<file path="src/rtl/uart_pkg.sv">
// Shared types and helpers for the buffered UART: parity modes, FSM state
// encodings, the RX FIFO entry layout and a ceil-log2 helper for sizing.
package uart_pkg;

  localparam int MAX_WORD = 9;

  typedef enum logic [1:0] {PAR_NONE, PAR_EVEN, PAR_ODD} parity_e;

  typedef enum logic [2:0] {
    TX_IDLE, TX_START, TX_DATA, TX_PARITY, TX_STOP
  } tx_state_e;

  typedef enum logic [2:0] {
    RX_IDLE, RX_START, RX_DATA, RX_PARITY, RX_STOP, RX_BREAK
  } rx_state_e;

  typedef struct packed {
    logic                frame_err;
    logic                parity_err;
    logic [MAX_WORD-1:0] data;
  } rx_entry_t;

  // ceil(log2(n)), never below 1 so it can size a pointer or index directly
  function automatic int clog2_depth(input int n);
    int r;
    r = 0;
    while ((1 << r) < n) r++;
    return (r < 1) ? 1 : r;
  endfunction

endpackage

</file>
<file path="src/rtl/uart_sync_fifo.sv">
// First-word fall-through synchronous FIFO with an extra pointer MSB to tell
// full from empty. A push into a full FIFO succeeds only alongside a pop.
module uart_sync_fifo import uart_pkg::*; #(
  parameter int WIDTH = 8,
  parameter int DEPTH = 4
) (
  input  logic             clk,
  input  logic             rst,
  input  logic             push,
  input  logic             pop,
  input  logic [WIDTH-1:0] wdata,
  output logic [WIDTH-1:0] rdata,
  output logic             full,
  output logic             empty
);

  localparam int AW = clog2_depth(DEPTH);

  logic [WIDTH-1:0] mem [DEPTH];
  logic [AW:0]      wptr, rptr;
  logic             do_push, do_pop;

  assign empty   = (wptr == rptr);
  assign full    = (wptr[AW] != rptr[AW]) && (wptr[AW-1:0] == rptr[AW-1:0]);
  assign do_pop  = pop && !empty;
  assign do_push = push && (!full || do_pop);
  assign rdata   = mem[rptr[AW-1:0]];

  always_ff @(posedge clk or posedge rst) begin
    if (rst) begin
      wptr <= '0;
      rptr <= '0;
      for (int i = 0; i < DEPTH; i++) mem[i] <= '0;
    end else begin
      if (do_push) begin
        mem[wptr[AW-1:0]] <= wdata;
        wptr              <= wptr + 1'b1;
      end
      if (do_pop) rptr <= rptr + 1'b1;
    end
  end

endmodule

</file>
<file path="src/rtl/uart_fifo.sv">
// Buffered UART: TX FIFO feeding a framed serialiser, and a mid-bit sampling
// deserialiser feeding an RX FIFO that carries per-word parity/frame flags.
module uart_fifo import uart_pkg::*; #(
  parameter int WORD_SIZE   = 8,
  parameter int PULSE_WIDTH = 4,
  parameter int PARITY      = 0,
  parameter int STOP_BITS   = 1,
  parameter int FIFO_DEPTH  = 4
) (
  input  logic                 clk,
  input  logic                 rst,
  input  logic                 send_valid,
  input  logic [WORD_SIZE-1:0] data_bits_tx,
  output logic                 tx_ready,
  output logic                 tx,
  input  logic                 rx,
  output logic                 rx_valid,
  output logic [WORD_SIZE-1:0] data_bits_rx,
  input  logic                 rx_ready,
  output logic                 parity_err,
  output logic                 frame_err,
  output logic                 overrun_err,
  input  logic                 err_clr
);

  localparam parity_e PAR = (PARITY == 2) ? PAR_ODD :
                            (PARITY == 1) ? PAR_EVEN : PAR_NONE;
  localparam int CNT_W = clog2_depth(STOP_BITS * PULSE_WIDTH) + 1;
  localparam int IDX_W = clog2_depth(WORD_SIZE) + 1;
  localparam logic [CNT_W-1:0] BIT_END   = CNT_W'(PULSE_WIDTH - 1);
  localparam logic [CNT_W-1:0] HALF_END  = CNT_W'(PULSE_WIDTH / 2 - 1);
  localparam logic [CNT_W-1:0] STOP_END  = CNT_W'(STOP_BITS * PULSE_WIDTH - 1);
  localparam logic [IDX_W-1:0] LAST_BIT  = IDX_W'(WORD_SIZE - 1);
  localparam logic [IDX_W-1:0] LAST_STOP = IDX_W'(STOP_BITS - 1);

  // ---------------- TX path ----------------
  logic                 tx_push, tx_pop, tx_full, tx_empty, tx_load, tx_n;
  logic [WORD_SIZE-1:0] tx_head, tx_sh, tx_sh_n;
  logic [CNT_W-1:0]     tx_cnt, tx_cnt_n;
  logic [IDX_W-1:0]     tx_idx, tx_idx_n;
  logic                 tx_par, tx_par_n;
  tx_state_e            tx_st, tx_st_n;

  assign tx_ready = !tx_full;
  assign tx_push  = send_valid && !tx_full;
  assign tx_pop   = tx_load;

  uart_sync_fifo #(.WIDTH(WORD_SIZE), .DEPTH(FIFO_DEPTH)) u_tx_fifo (
    .clk(clk), .rst(rst), .push(tx_push), .pop(tx_pop), .wdata(data_bits_tx),
    .rdata(tx_head), .full(tx_full), .empty(tx_empty)
  );

  always_ff @(posedge clk or posedge rst) begin
    if (rst) begin
      tx_st  <= TX_IDLE;
      tx_cnt <= '0;
      tx_idx <= '0;
      tx_sh  <= '0;
      tx_par <= 1'b0;
      tx     <= 1'b1;
    end else begin
      tx_st  <= tx_st_n;
      tx_cnt <= tx_cnt_n;
      tx_idx <= tx_idx_n;
      tx_sh  <= tx_sh_n;
      tx_par <= tx_par_n;
      tx     <= tx_n;
    end
  end

  always_comb begin
    tx_st_n  = tx_st;
    tx_cnt_n = tx_cnt + 1'b1;
    tx_idx_n = tx_idx;
    tx_sh_n  = tx_sh;
    tx_par_n = tx_par;
    tx_load  = 1'b0;
    case (tx_st)
      TX_IDLE: begin
        tx_cnt_n = '0;
        tx_load  = !tx_empty;
      end
      TX_START: if (tx_cnt == BIT_END) begin
        tx_st_n  = TX_DATA;
        tx_cnt_n = '0;
        tx_idx_n = '0;
      end
      TX_DATA: if (tx_cnt == BIT_END) begin
        tx_cnt_n = '0;
        tx_sh_n  = tx_sh >> 1;
        tx_idx_n = tx_idx + 1'b1;
        if (tx_idx == LAST_BIT) tx_st_n = (PAR == PAR_NONE) ? TX_STOP : TX_PARITY;
      end
      TX_PARITY: if (tx_cnt == BIT_END) begin
        tx_st_n  = TX_STOP;
        tx_cnt_n = '0;
      end
      TX_STOP: if (tx_cnt == STOP_END) begin
        tx_cnt_n = '0;
        tx_load  = !tx_empty;
        if (tx_empty) tx_st_n = TX_IDLE;
      end
      default: tx_st_n = TX_IDLE;
    endcase
    if (tx_load) begin
      tx_st_n  = TX_START;
      tx_cnt_n = '0;
      tx_sh_n  = tx_head;
      tx_par_n = (^tx_head) ^ (PAR == PAR_ODD);
    end
    // tx is registered from the next state so a new bit appears on the same edge
    tx_n = 1'b1;
    case (tx_st_n)
      TX_START:  tx_n = 1'b0;
      TX_DATA:   tx_n = tx_sh_n[0];
      TX_PARITY: tx_n = tx_par_n;
      default:   tx_n = 1'b1;
    endcase
  end

  // ---------------- RX path ----------------
  logic                 rx_s1, rx_s2;
  logic                 rx_push, rx_pop, rx_full, rx_empty;
  logic [WORD_SIZE+1:0] rx_wdata, rx_head;
  logic [WORD_SIZE-1:0] rx_sh, rx_sh_n;
  logic [CNT_W-1:0]     rx_cnt, rx_cnt_n;
  logic [IDX_W-1:0]     rx_idx, rx_idx_n;
  logic                 rx_perr, rx_perr_n, rx_ferr, rx_ferr_n;
  rx_state_e            rx_st, rx_st_n;
  rx_entry_t            rx_entry;

  always_ff @(posedge clk or posedge rst) begin
    if (rst) begin
      rx_s1 <= 1'b1;
      rx_s2 <= 1'b1;
    end else begin
      rx_s1 <= rx;
      rx_s2 <= rx_s1;
    end
  end

  always_ff @(posedge clk or posedge rst) begin
    if (rst) begin
      rx_st   <= RX_IDLE;
      rx_cnt  <= '0;
      rx_idx  <= '0;
      rx_sh   <= '0;
      rx_perr <= 1'b0;
      rx_ferr <= 1'b0;
    end else begin
      rx_st   <= rx_st_n;
      rx_cnt  <= rx_cnt_n;
      rx_idx  <= rx_idx_n;
      rx_sh   <= rx_sh_n;
      rx_perr <= rx_perr_n;
      rx_ferr <= rx_ferr_n;
    end
  end

  always_comb begin
    rx_st_n   = rx_st;
    rx_cnt_n  = rx_cnt + 1'b1;
    rx_idx_n  = rx_idx;
    rx_sh_n   = rx_sh;
    rx_perr_n = rx_perr;
    rx_ferr_n = rx_ferr;
    rx_push   = 1'b0;
    case (rx_st)
      RX_IDLE: begin
        rx_cnt_n = '0;
        if (!rx_s2) begin
          rx_st_n   = RX_START;
          rx_perr_n = 1'b0;
          rx_ferr_n = 1'b0;
        end
      end
      RX_START: if (rx_cnt == HALF_END) begin
        rx_cnt_n = '0;
        rx_idx_n = '0;
        rx_st_n  = rx_s2 ? RX_IDLE : RX_DATA;
      end
      RX_DATA: if (rx_cnt == BIT_END) begin
        rx_cnt_n = '0;
        rx_sh_n  = {rx_s2, rx_sh[WORD_SIZE-1:1]};
        rx_idx_n = rx_idx + 1'b1;
        if (rx_idx == LAST_BIT) begin
          rx_idx_n = '0;
          rx_st_n  = (PAR == PAR_NONE) ? RX_STOP : RX_PARITY;
        end
      end
      RX_PARITY: if (rx_cnt == BIT_END) begin
        rx_cnt_n  = '0;
        rx_perr_n = rx_s2 ^ (^rx_sh) ^ (PAR == PAR_ODD);
        rx_st_n   = RX_STOP;
      end
      RX_STOP: if (rx_cnt == BIT_END) begin
        rx_cnt_n  = '0;
        rx_idx_n  = rx_idx + 1'b1;
        rx_ferr_n = rx_ferr | !rx_s2;
        if (rx_idx == LAST_STOP) begin
          rx_push = 1'b1;
          rx_st_n = rx_ferr_n ? RX_BREAK : RX_IDLE;
        end
      end
      RX_BREAK: begin
        rx_cnt_n = '0;
        if (rx_s2) rx_st_n = RX_IDLE;
      end
      default: rx_st_n = RX_IDLE;
    endcase
  end

  assign rx_entry = '{frame_err: rx_ferr_n, parity_err: rx_perr, data: MAX_WORD'(rx_sh)};
  assign rx_wdata = {rx_entry.frame_err, rx_entry.parity_err, WORD_SIZE'(rx_entry.data)};
  assign rx_pop   = rx_ready && !rx_empty;

  uart_sync_fifo #(.WIDTH(WORD_SIZE + 2), .DEPTH(FIFO_DEPTH)) u_rx_fifo (
    .clk(clk), .rst(rst), .push(rx_push), .pop(rx_pop), .wdata(rx_wdata),
    .rdata(rx_head), .full(rx_full), .empty(rx_empty)
  );

  assign rx_valid     = !rx_empty;
  assign data_bits_rx = rx_head[WORD_SIZE-1:0];
  assign parity_err   = rx_head[WORD_SIZE];
  assign frame_err    = rx_head[WORD_SIZE+1];

  // set beats clear when both land in the same cycle
  always_ff @(posedge clk or posedge rst) begin
    if (rst)                             overrun_err <= 1'b0;
    else if (rx_push && rx_full && !rx_pop) overrun_err <= 1'b1;
    else if (err_clr)                    overrun_err <= 1'b0;
  end

endmodule

</file>
<file path="config.mk">
export PLATFORM = sky130hd
export DESIGN_NAME = uart_fifo
export DESIGN_NICKNAME = d
export VERILOG_FILES = /design/src/rtl/uart_pkg.sv /design/src/rtl/uart_sync_fifo.sv /design/src/rtl/uart_fifo.sv
export SDC_FILE = /design/constraint.sdc
export NUM_CORES = 1
export LEC_CHECK = 0
export ABC_AREA = 1
export CAP_MARGIN = 20
export CORE_MARGIN = 1.5
export CORE_UTILIZATION = 55
export CTS_CLUSTER_SIZE = 40
export DETAILED_ROUTE_END_ITERATION = 7
export DONT_BUFFER_PORTS = 1
export HOLD_SLACK_MARGIN = 0.12
export PLACE_DENSITY = 0.7
export SETUP_SLACK_MARGIN = 0.02
export SLEW_MARGIN = 20
export SYNTH_ARGS = -nofsm -noshare
export SYNTH_HDL_FRONTEND = slang
export SYNTH_HIERARCHICAL = 1
export SYNTH_SLANG_ARGS = --single-unit
</file>
<file path="constraint.sdc">
create_clock -name clk -period 3.9 [get_ports clk]
set_clock_uncertainty 0.1 [all_clocks]
set_input_delay 0.39 -clock clk [delete_from_list [all_inputs] [get_ports clk]]
set_output_delay 0.39 -clock clk [all_outputs]
set_load 0.01 [all_outputs]
</file>
==> flow_summary.json, run 1 <==
{
  "drt_iter0_markers": 532,
  "final_cell_count_no_fill": 1048,
  "rsz0062_at_grt": "false",
  "vdd_ir_drop_max_mv": 0.442,
  "multi_input_area_um2": 3280,
  "rrSetupSlack_ps": 780,
  "worst_pin_slew_ps": 900,
  "grt_pass1_wl_mm": 25.8,
  "num-fill-cells": 1098,
  "p_leak_nw": 3.88,
  "worst_hold_path_type": "in -> reg",
  "crit_path_frequent_cell": "nand2_1",
  "cp-end-kind": "register",
  "cp.arrival_ps": 3380,
  "r2r_cells": 11,
  "synth-seq-cells": 127,
  "cts_inserted_buffers": 17,
  "yosys_warnings": 6,
  "r2r_start": "u_tx_fifo/rptr[0]",
  "drive_gt1_share_pct": 9.47,
  "regToRegEndpoint": "u_tx_fifo/mem[25]",
  "num_vias": 5822,
  "post-place-ws_ps": 851,
  "cpLargestDelayFamily": "simple AND/OR/NAND/NOR gates",
  "syn_inst": 868,
  "hold_viol_final": 0,
  "p_total_mw": 5.74,
  "hold_buffers": 12,
  "cts-resized-gates": 0,
  "status": "completed",
  "syn_area_per_cell_um2": 8.06,
  "register_area_um2": 3180,
  "fmax_mhz": 321,
  "slew_violations": 0,
  "io-pin-count": 28,
  "hold_end": "u_rx_fifo/rptr[1]",
  "maxSlewHeadroom_pct": 39.9,
  "worstPathCellList": "xnor2_4 -> nand4_1 -> inv_1 -> nor2_1 -> nand2_1 -> inv_2 -> inv_1 -> nand4_4 -> nand3_1 -> nand2_1 -> nand2_1",
  "cts_setup_buffers": 0,
  "synth.area.top_cells": "dfrtp_1 44%, nand2_1 15%, nand4_1 7.2%",
  "cts.clk_slew.worst_paths_ps": 50,
  "die_h_um": 116,
  "ant_nets": 0,
  "finalWirelength_mm": 15.6,
  "fin_nets": 900,
  "drc": 0,
  "min_from": "rx_ready",
  "place_inst": 1006,
  "critPathMaxFanout": 40,
  "coreArea_um2": 12500,
  "first_global_vias": 5547,
  "setup_violations": 0,
  "antenna_found_initial": 0,
  "path_class": "reg -> reg",
  "period_minus_slack_ps": 3120,
  "grt_max_degree": 47,
  "grt.overflow.total": 0,
  "clock-sinks": 127,
  "dieArea_um2": 13400,
  "start_util_pct": 55.9,
  "cts_buffer_depth": 2,
  "timing.final.ws_setup_ps": 780,
  "worst_setup_path_start_kind": "register",
  "gp_congestion": 0.891,
  "portBuffers": 0,
  "h-tree-depth": 4,
  "rows": 41,
  "synth_top_area_cell": "dfrtp_1",
  "post-dp-hpwl_mm": 10.7,
  "syn_to_final_growth_pct": 10.7,
  "netlist_area_um2": 6990,
  "clk_latency_ps": 420,
  "die_w_um": 116,
  "hold_path_depth": 4,
  "dr.pass1.iters": 5,
  "cts_tree": "yes",
  "setup_tns_ps": 0,
  "wl_per_cell_um": 14.9,
  "ys_seq_area_share_pct": 45.5,
  "diodes": 0,
  "grtUsageTotal_pct": 24.8,
  "cp_num_buf_inv": 3,
  "p_per_area_nw_per_um2": 741,
  "maxCapViolCount": 0,
  "yosysTopAreaCellShare_pct": 44.4,
  "critPathSlowestCell": "dfrtp_1",
  "cpPeakStageDelay_ps": 800,
  "syn_nets": 903,
  "cts.root.buffer_cell": "clkbuf_16",
  "viasPerCell": 5.56,
  "yosysUniqueCellTypes": 40,
  "period_share_pct": 80.0,
  "crit_required_ps": 4160,
  "finish.utilization_pct": 61.9
}
## placed cells by master, fill, tap and decap left out, types with 4 or more instances in the layout
cell	instances
xor2_1	6
o21ai_1	7
xnor2_1	10
nor2_1	62
a21oi_1	9
o21ai_0	57
dlygate4sd3_1	12
inv_2	7
dfrtp_1	124
nand3_1	25
nand2_1	280
nor3_1	4
buf_4	7
nand2_2	7
nand4_1	81
inv_1	62
ha_1	21
nand3_2	4
clkbuf_8	5
o21ai_2	11
clkbuf_16	17
o22ai_1	19
## flip-flops by register name (all words and copies together) (netlist names)
signal,cells
u_rx_fifo/mem,40
u_tx_fifo/mem,32
rx_sh,8
tx_sh,8
rx_idx,4
tx_idx,4
rx_cnt,3
rx_st,3
tx_cnt,3
tx_st,3
u_rx_fifo/rptr,3
u_rx_fifo/wptr,3
u_tx_fifo/rptr,3
u_tx_fifo/wptr,3
overrun_err,1
rx_ferr,1
rx_perr,1
rx_s1,1
rx_s2,1
tx,1
tx_par,1
## cells by family (layout without fill, tap and decap cells)
kind of cell,count (synthesis),after routing,synth area share (%)
AOI/OAI and AO/OA,110,110,9.02
and+or+nand+nor,481,481,31.7
xor gates and xnor gates,17,17,2.40
adders and majority gates,21,21,3.76
buffers and inverters,112,120,7.67
DFF,127,127,45.5
## worst min-delay path, stage by stage
cell and delay (ps):
nand2_1 60, inv_1 70, nand3_1 80, nand2_1 50
## routing by layer
| layer | GRT usage, % | share of wire (%) | vias to the layer above | routed length [um] |
|---|---|---|---|---|
| met5 | 0 | 0 | - | 0 |
| met4 | 11.1 | 2.1 | 0 | 328 |
| met3 | 6.28 | 4.7 | 28 | 739 |
| met2 | 42.3 | 50 | 150 | 7830 |
| met1 | 29.5 | 43 | 2756 | 6710 |
| li1 | - | - | 2888 | - |
## cells in the mapped netlist
master and n:
buf_4 2, dfrtp_1 124, nand4_4 1, nand4_1 81, o21ai_2 11, dfstp_2 3, nor3_2 2, and2_1 1
buf_1 3, or2_1 1, o211ai_1 3, ha_1 21, buf_2 11, nand3_4 3, nand3_2 4, o21ai_0 57
nor3_1 5, nand2_1 280, nand2_2 7, buf_8 3, inv_1 64, a31oi_1 2, nor3_4 2, o21a_1 2
xor2_1 6, xnor2_1 10, buf_12 1, nand2_4 1, nand3_1 25, o22ai_1 19, buf_6 6, nor2_2 2
o21ai_1 7, a21oi_1 9, nor2_1 63, and3_1 2, inv_2 6, nor2_4 1, xnor2_4 1, clkbuf_1 16
## stage by stage
| stage | area [um^2] | hold slack (ps) |
|---|---|---|
| final | 7740 | 181 |
| after global routing | 7740 | 213 |
| after CTS | 7740 | 165 |
| after detailed placement | 7020 | 273 |
| after global placement | 7020 | 267 |
| after floorplan | 6990 | 245 |
## final cells by class
cell class                      instances  share of cell area [%]
Tap cell                              172                    2.78
Sequential cell                       127                    41.1
Clock inverter                          6                    1.36
Multi-Input combinational cell        629                    42.4
Inverter                               70                    3.39
Timing Repair Buffer                   20                    2.49
Clock buffer                           24                    6.48
## how the worst max path moves through the flow
stage,startpoint,to,slack (ps),cells past startpoint
2_1_floorplan,u_tx_fifo/rptr[0],u_tx_fifo/mem[16],1720,14
3_3_place_gp,u_rx_fifo/rptr[1],u_rx_fifo/mem[2],950,13
3_5_place_dp,u_tx_fifo/rptr[0],u_tx_fifo/mem[25],850,11
4_1_cts,u_tx_fifo/rptr[0],u_tx_fifo/mem[25],810,11
5_1_grt,u_tx_fifo/rptr[0],u_tx_fifo/mem[27],460,11
6_report,u_tx_fifo/rptr[0],u_tx_fifo/mem[25],780,11
## power breakdown
part           internal, mW  switching (mW)  leakage (nW)
clock network          1.08           0.552         0.302
logic                 0.750            1.45          1.89
registers              1.62           0.279          1.69
No activity file was read; power rests on OpenSTA's default activity.
==> run 2: changes to the inputs <==
PLACE_DENSITY = 0.73   (was 0.7)
clock period = 2.7 ns   (was 3.9 ns; I/O delays follow)
==> flow_summary.json, run 2 (synthesis results as in run 1) <==
{
  "coreArea_um2": 12500,
  "min_from": "rx_s1",
  "antenna_found_initial": 0,
  "crit_required_ps": 2960,
  "finalWirelength_mm": 16.6,
  "hold_path_depth": 0,
  "cp-end-kind": "register",
  "status": "completed",
  "start_util_pct": 55.9,
  "grt_pass1_wl_mm": 27.5,
  "hold_end": "rx_s2",
  "finalInstanceArea_um2": 7890,
  "cp.arrival_ps": 2740,
  "maxCapViolCount": 0,
  "p_leak_nw": 3.94,
  "diodes": 0,
  "postPlaceCellArea_um2": 7110,
  "rows": 41,
  "first_global_vias": 5805,
  "top_register": "u_rx_fifo/mem",
  "drc": 0,
  "clock-sinks": 127,
  "rsz0062_at_grt": "false",
  "regToRegEndpoint": "overrun_err",
  "post-dp-hpwl_mm": 11.3,
  "critPathMaxFanout": 13,
  "r2r_start": "rx_cnt[0]",
  "h-tree-depth": 4,
  "top_regs": "u_rx_fifo/mem x40, u_tx_fifo/mem x32",
  "maxSlewHeadroom_pct": 37.7,
  "period_minus_slack_ps": 2480,
  "fin_nets": 913,
  "worst_setup_path_start_kind": "register",
  "io-pin-count": 28,
  "cts_tree": "yes",
  "cts.clk_slew.worst_paths_ps": 60,
  "register_area_um2": 3180,
  "drive_gt1_share_pct": 11.1,
  "grt_max_degree": 44,
  "slew_violations": 0,
  "worst_pin_slew_ps": 933,
  "grt.overflow.total": 0,
  "num-fill-cells": 1081,
  "cts_buffer_depth": 2,
  "setup_violations": 0,
  "die_w_um": 116,
  "drt_iter0_markers": 469,
  "largest_register_ffs": 40,
  "dr.pass1.iters": 5,
  "worst_hold_path_type": "reg -> reg",
  "gp_congestion": 0.889,
  "cts.root.buffer_cell": "clkbuf_16",
  "cts_inserted_buffers": 17,
  "ant_nets": 0,
  "dieArea_um2": 13400,
  "p_total_mw": 8.37,
  "rrSetupSlack_ps": 220,
  "die_h_um": 116,
  "hold_viol_final": 0,
  "multi_input_area_um2": 3310,
  "place_inst": 1015,
  "final_cell_count_no_fill": 1063,
  "wl_per_cell_um": 15.6,
  "num_vias": 6089,
  "p_per_area_nw_per_um2": 1060,
  "period_share_pct": 91.8,
  "setup_tns_ps": 0,
  "syn_to_final_growth_pct": 12.8,
  "path_class": "reg -> reg",
  "r2r_cells": 8,
  "grtUsageTotal_pct": 26.4,
  "vdd_ir_drop_max_mv": 0.590,
  "portBuffers": 0,
  "clk_latency_ps": 420,
  "fmax_mhz": 404,
  "mostFrequentLayoutCells": "280 x nand2_1, 123 x dfrtp_1, 81 x nand4_1",
  "final_common_cell": "nand2_1",
  "viasPerCell": 5.73
}
[run 2: cell types whose count changed in the layout (fill, tap and decap cells not counted), moves of 2 or more]
cell	previous run	this run
buf_12	1	3
buf_4	7	16
clkbuf_1	2	5
clkinv_2	3	1
clkinvlp_4	0	3
dlygate4sd3_1	12	14
o22ai_1	19	16
o22ai_2	0	3
[run 2: timing repair]
item / 4_1_cts / 5_1_grt
hold endpoints to repair: 110 / 0
gates resized for setup: 0 / 7
buffers inserted: 0 / 2
endpoints found under the setup margin: 0 / 29
hold buffers: 14 / 0
[run 2: worst max-delay path, stage by stage, from the launching register on]
cell and delay, ps:
dfrtp_1 370, ha_1 170, ha_1 310, inv_1 180, nor3_4 280, buf_4 260, nand3_1 90, o21ai_0 80
dlygate4sd3_1 570
[run 2: per-layer routing]
layer,track usage [%],vias up,wire length [um]
met5,0,-,0
met4,10.8,0,233
met3,5.49,31,864
met2,45.9,184,8580
met1,32.0,2962,6880
li1,-,2912,-
[run 2: power breakdown]
part	switching (mW)	internal [mW]	leakage [nW]
Combinational	2.17	1.19	1.97
Sequential	0.382	2.35	1.69
Clock	0.803	1.48	0.284
Total	3.36	5.01	3.94
[run 2: how the worst max path moves through the flow]
stage                            from           endpoint  slack, ps  cells past startpoint
floorplan           u_tx_fifo/rptr[0]  u_tx_fifo/mem[16]        520                     14
global route        u_tx_fifo/rptr[0]             tx_par         60                     11
detailed placement  u_tx_fifo/rptr[0]             tx_par        110                     10
finish                      rx_cnt[0]        overrun_err        220                      8
global placement    u_tx_fifo/rptr[0]             tx_par        190                     10
CTS                         rx_cnt[0]        overrun_err         90                      8
[run 2: metrics by stage]
step / hold WS (ps) / util, % / worst slack, ps
after floorplan: 174 / - / 515
after global routing: 260 / 63.0 / 56.9
after global placement: 87.2 / 56.8 / 189
after CTS: 258 / 62.6 / 93.7
after detailed placement: 107 / 56.8 / 114
final: 259 / 63.0 / 222
[run 2: final cells by class]
class,instances,area share (%)
Multi-Input combinational cell,629,42.0
Sequential cell,127,40.3
Clock buffer,27,6.50
Timing Repair Buffer,33,4.06
Inverter,70,3.38
Tap cell,172,2.73
Clock inverter,5,1.01
==> run 3: changes to the inputs <==
RECOVER_POWER = 100   (was default)
==> flow_summary.json, run 3 (synthesis results as in run 1) <==
{
  "r2r_cells": 8,
  "post-place-ws_ps": 114,
  "cts_tree": "yes",
  "grt_max_degree": 44,
  "gp_congestion": 0.889,
  "io-pin-count": 28,
  "vdd_ir_drop_max_mv": 0.583,
  "clk_latency_ps": 430,
  "dieArea_um2": 13400,
  "drt_iter0_markers": 495,
  "path_class": "reg -> reg",
  "slew_violations": 44,
  "p_total_mw": 8.23,
  "cts.clk_slew.worst_paths_ps": 60,
  "top_register": "u_rx_fifo/mem",
  "cp.arrival_ps": 2800,
  "worstPathCellList": "ha_1 -> ha_1 -> inv_1 -> nor3_4 -> buf_2 -> nand3_1 -> o21ai_0 -> dlygate4sd3_1",
  "cpPeakStageDelay_ps": 570,
  "setup_tns_ps": 0,
  "rows": 41,
  "worst_pin_slew_ps": 1700,
  "worst_setup_path_start_kind": "register",
  "crit_path_frequent_cell": "ha_1",
  "worst_hold_path_type": "in -> async",
  "grt_pass1_wl_mm": 27.5,
  "cp_num_buf_inv": 3,
  "final_common_cell": "nand2_1",
  "ant_nets": 0,
  "die_w_um": 116,
  "critPathSlowestCell": "dlygate4sd3_1",
  "diodes": 0,
  "clock-sinks": 127,
  "p_per_area_nw_per_um2": 1060,
  "cts.root.buffer_cell": "clkbuf_16",
  "timing.final.ws_setup_ps": 162,
  "finalInstanceArea_um2": 7750,
  "postPlaceCellArea_um2": 7110,
  "start_util_pct": 55.9,
  "top_regs": "u_rx_fifo/mem x40, u_tx_fifo/mem x32",
  "holdWs_ps": 253,
  "critPathMaxFanout": 13,
  "final_cell_count_no_fill": 1063,
  "cp.depth": 8,
  "crit_required_ps": 2960,
  "rsz0062_at_grt": "false",
  "grt.overflow.total": 0,
  "cpLargestDelayFamily": "buffers and inverters",
  "maxSlewHeadroom_pct": -13.3,
  "mostFrequentLayoutCells": "284 x nand2_1, 123 x dfrtp_1, 81 x nand4_1",
  "largest_register_ffs": 40,
  "setup_violations": 0,
  "post-dp-hpwl_mm": 11.3,
  "die_h_um": 116,
  "cts_buffer_depth": 2,
  "violations": "capacitance limit, slew limit",
  "coreArea_um2": 12500,
  "h-tree-depth": 4,
  "status": "finished with violations",
  "viasPerCell": 5.75,
  "hold_viol_final": 0,
  "antenna_found_initial": 0,
  "fmax_mhz": 394,
  "portBuffers": 0,
  "grtUsageTotal_pct": 26.4,
  "cts_inserted_buffers": 17,
  "maxCapViolCount": 1,
  "period_share_pct": 94.0,
  "syn_to_final_growth_pct": 10.9,
  "num_vias": 6112,
  "place_inst": 1015,
  "dr.pass1.iters": 5,
  "num-fill-cells": 1112,
  "finalWirelength_mm": 16.6,
  "finish.utilization_pct": 62.0,
  "cp-end-kind": "register",
  "drc": 0,
  "fin_nets": 913,
  "wl_per_cell_um": 15.6,
  "first_global_vias": 5805,
  "p_leak_nw": 3.90,
  "period_minus_slack_ps": 2540,
  "drive_gt1_share_pct": 8.19
}
## run 3: power by group
group / switching (mW) / internal [mW]
clock: 0.809 / 1.48
sequential: 0.368 / 2.34
combinational: 2.11 / 1.11
total: 3.29 / 4.94
## run 3: final timing paths
kind	start	end	slack [ps]
worst min register to register	rx_s1	rx_s2	260
worst max-delay path	rx_cnt[0]	overrun_err	160
min in group clk	rx_s1	rx_s2	260
max in group asynchronous	rst	u_tx_fifo/mem[11]	700
worst min-delay path	rst	u_rx_fifo/wptr[0]	250
worst max register to register	rx_cnt[0]	overrun_err	160
## run 3: final cells by class
class,count,area (um^2),share of cell area (%)
clock buffer,27,513,6.62
sequential,127,3180,41.0
tap,172,215,2.78
clock inverter,5,80.1,1.03
timing repair buffer,33,288,3.71
inverter,70,267,3.44
multi-input combinational,629,3210,41.4
## run 3: layer usage
metal	vias to the layer above	track usage (%)	wire length, um
met5	-	0	0
met4	0	10.8	198
met3	24	5.49	846
met2	189	45.9	8670
met1	2981	32.0	6900
li1	2918	-	-
## run 3: worst register-to-register path, cell delays in order, from the launching register on
cell	delay [ps]
dfrtp_1	360
ha_1	170
ha_1	300
inv_1	170
nor3_4	280
buf_2	320
nand3_1	110
o21ai_0	90
dlygate4sd3_1	570
## run 3: what timing repair did
action | in CTS | in global routing
hold buffers | 14 | 0
resized for setup | 0 | 7
hold endpoints to repair | 110 | 0
endpoints found under the setup margin | 0 | 29
buffers inserted | 0 | 2
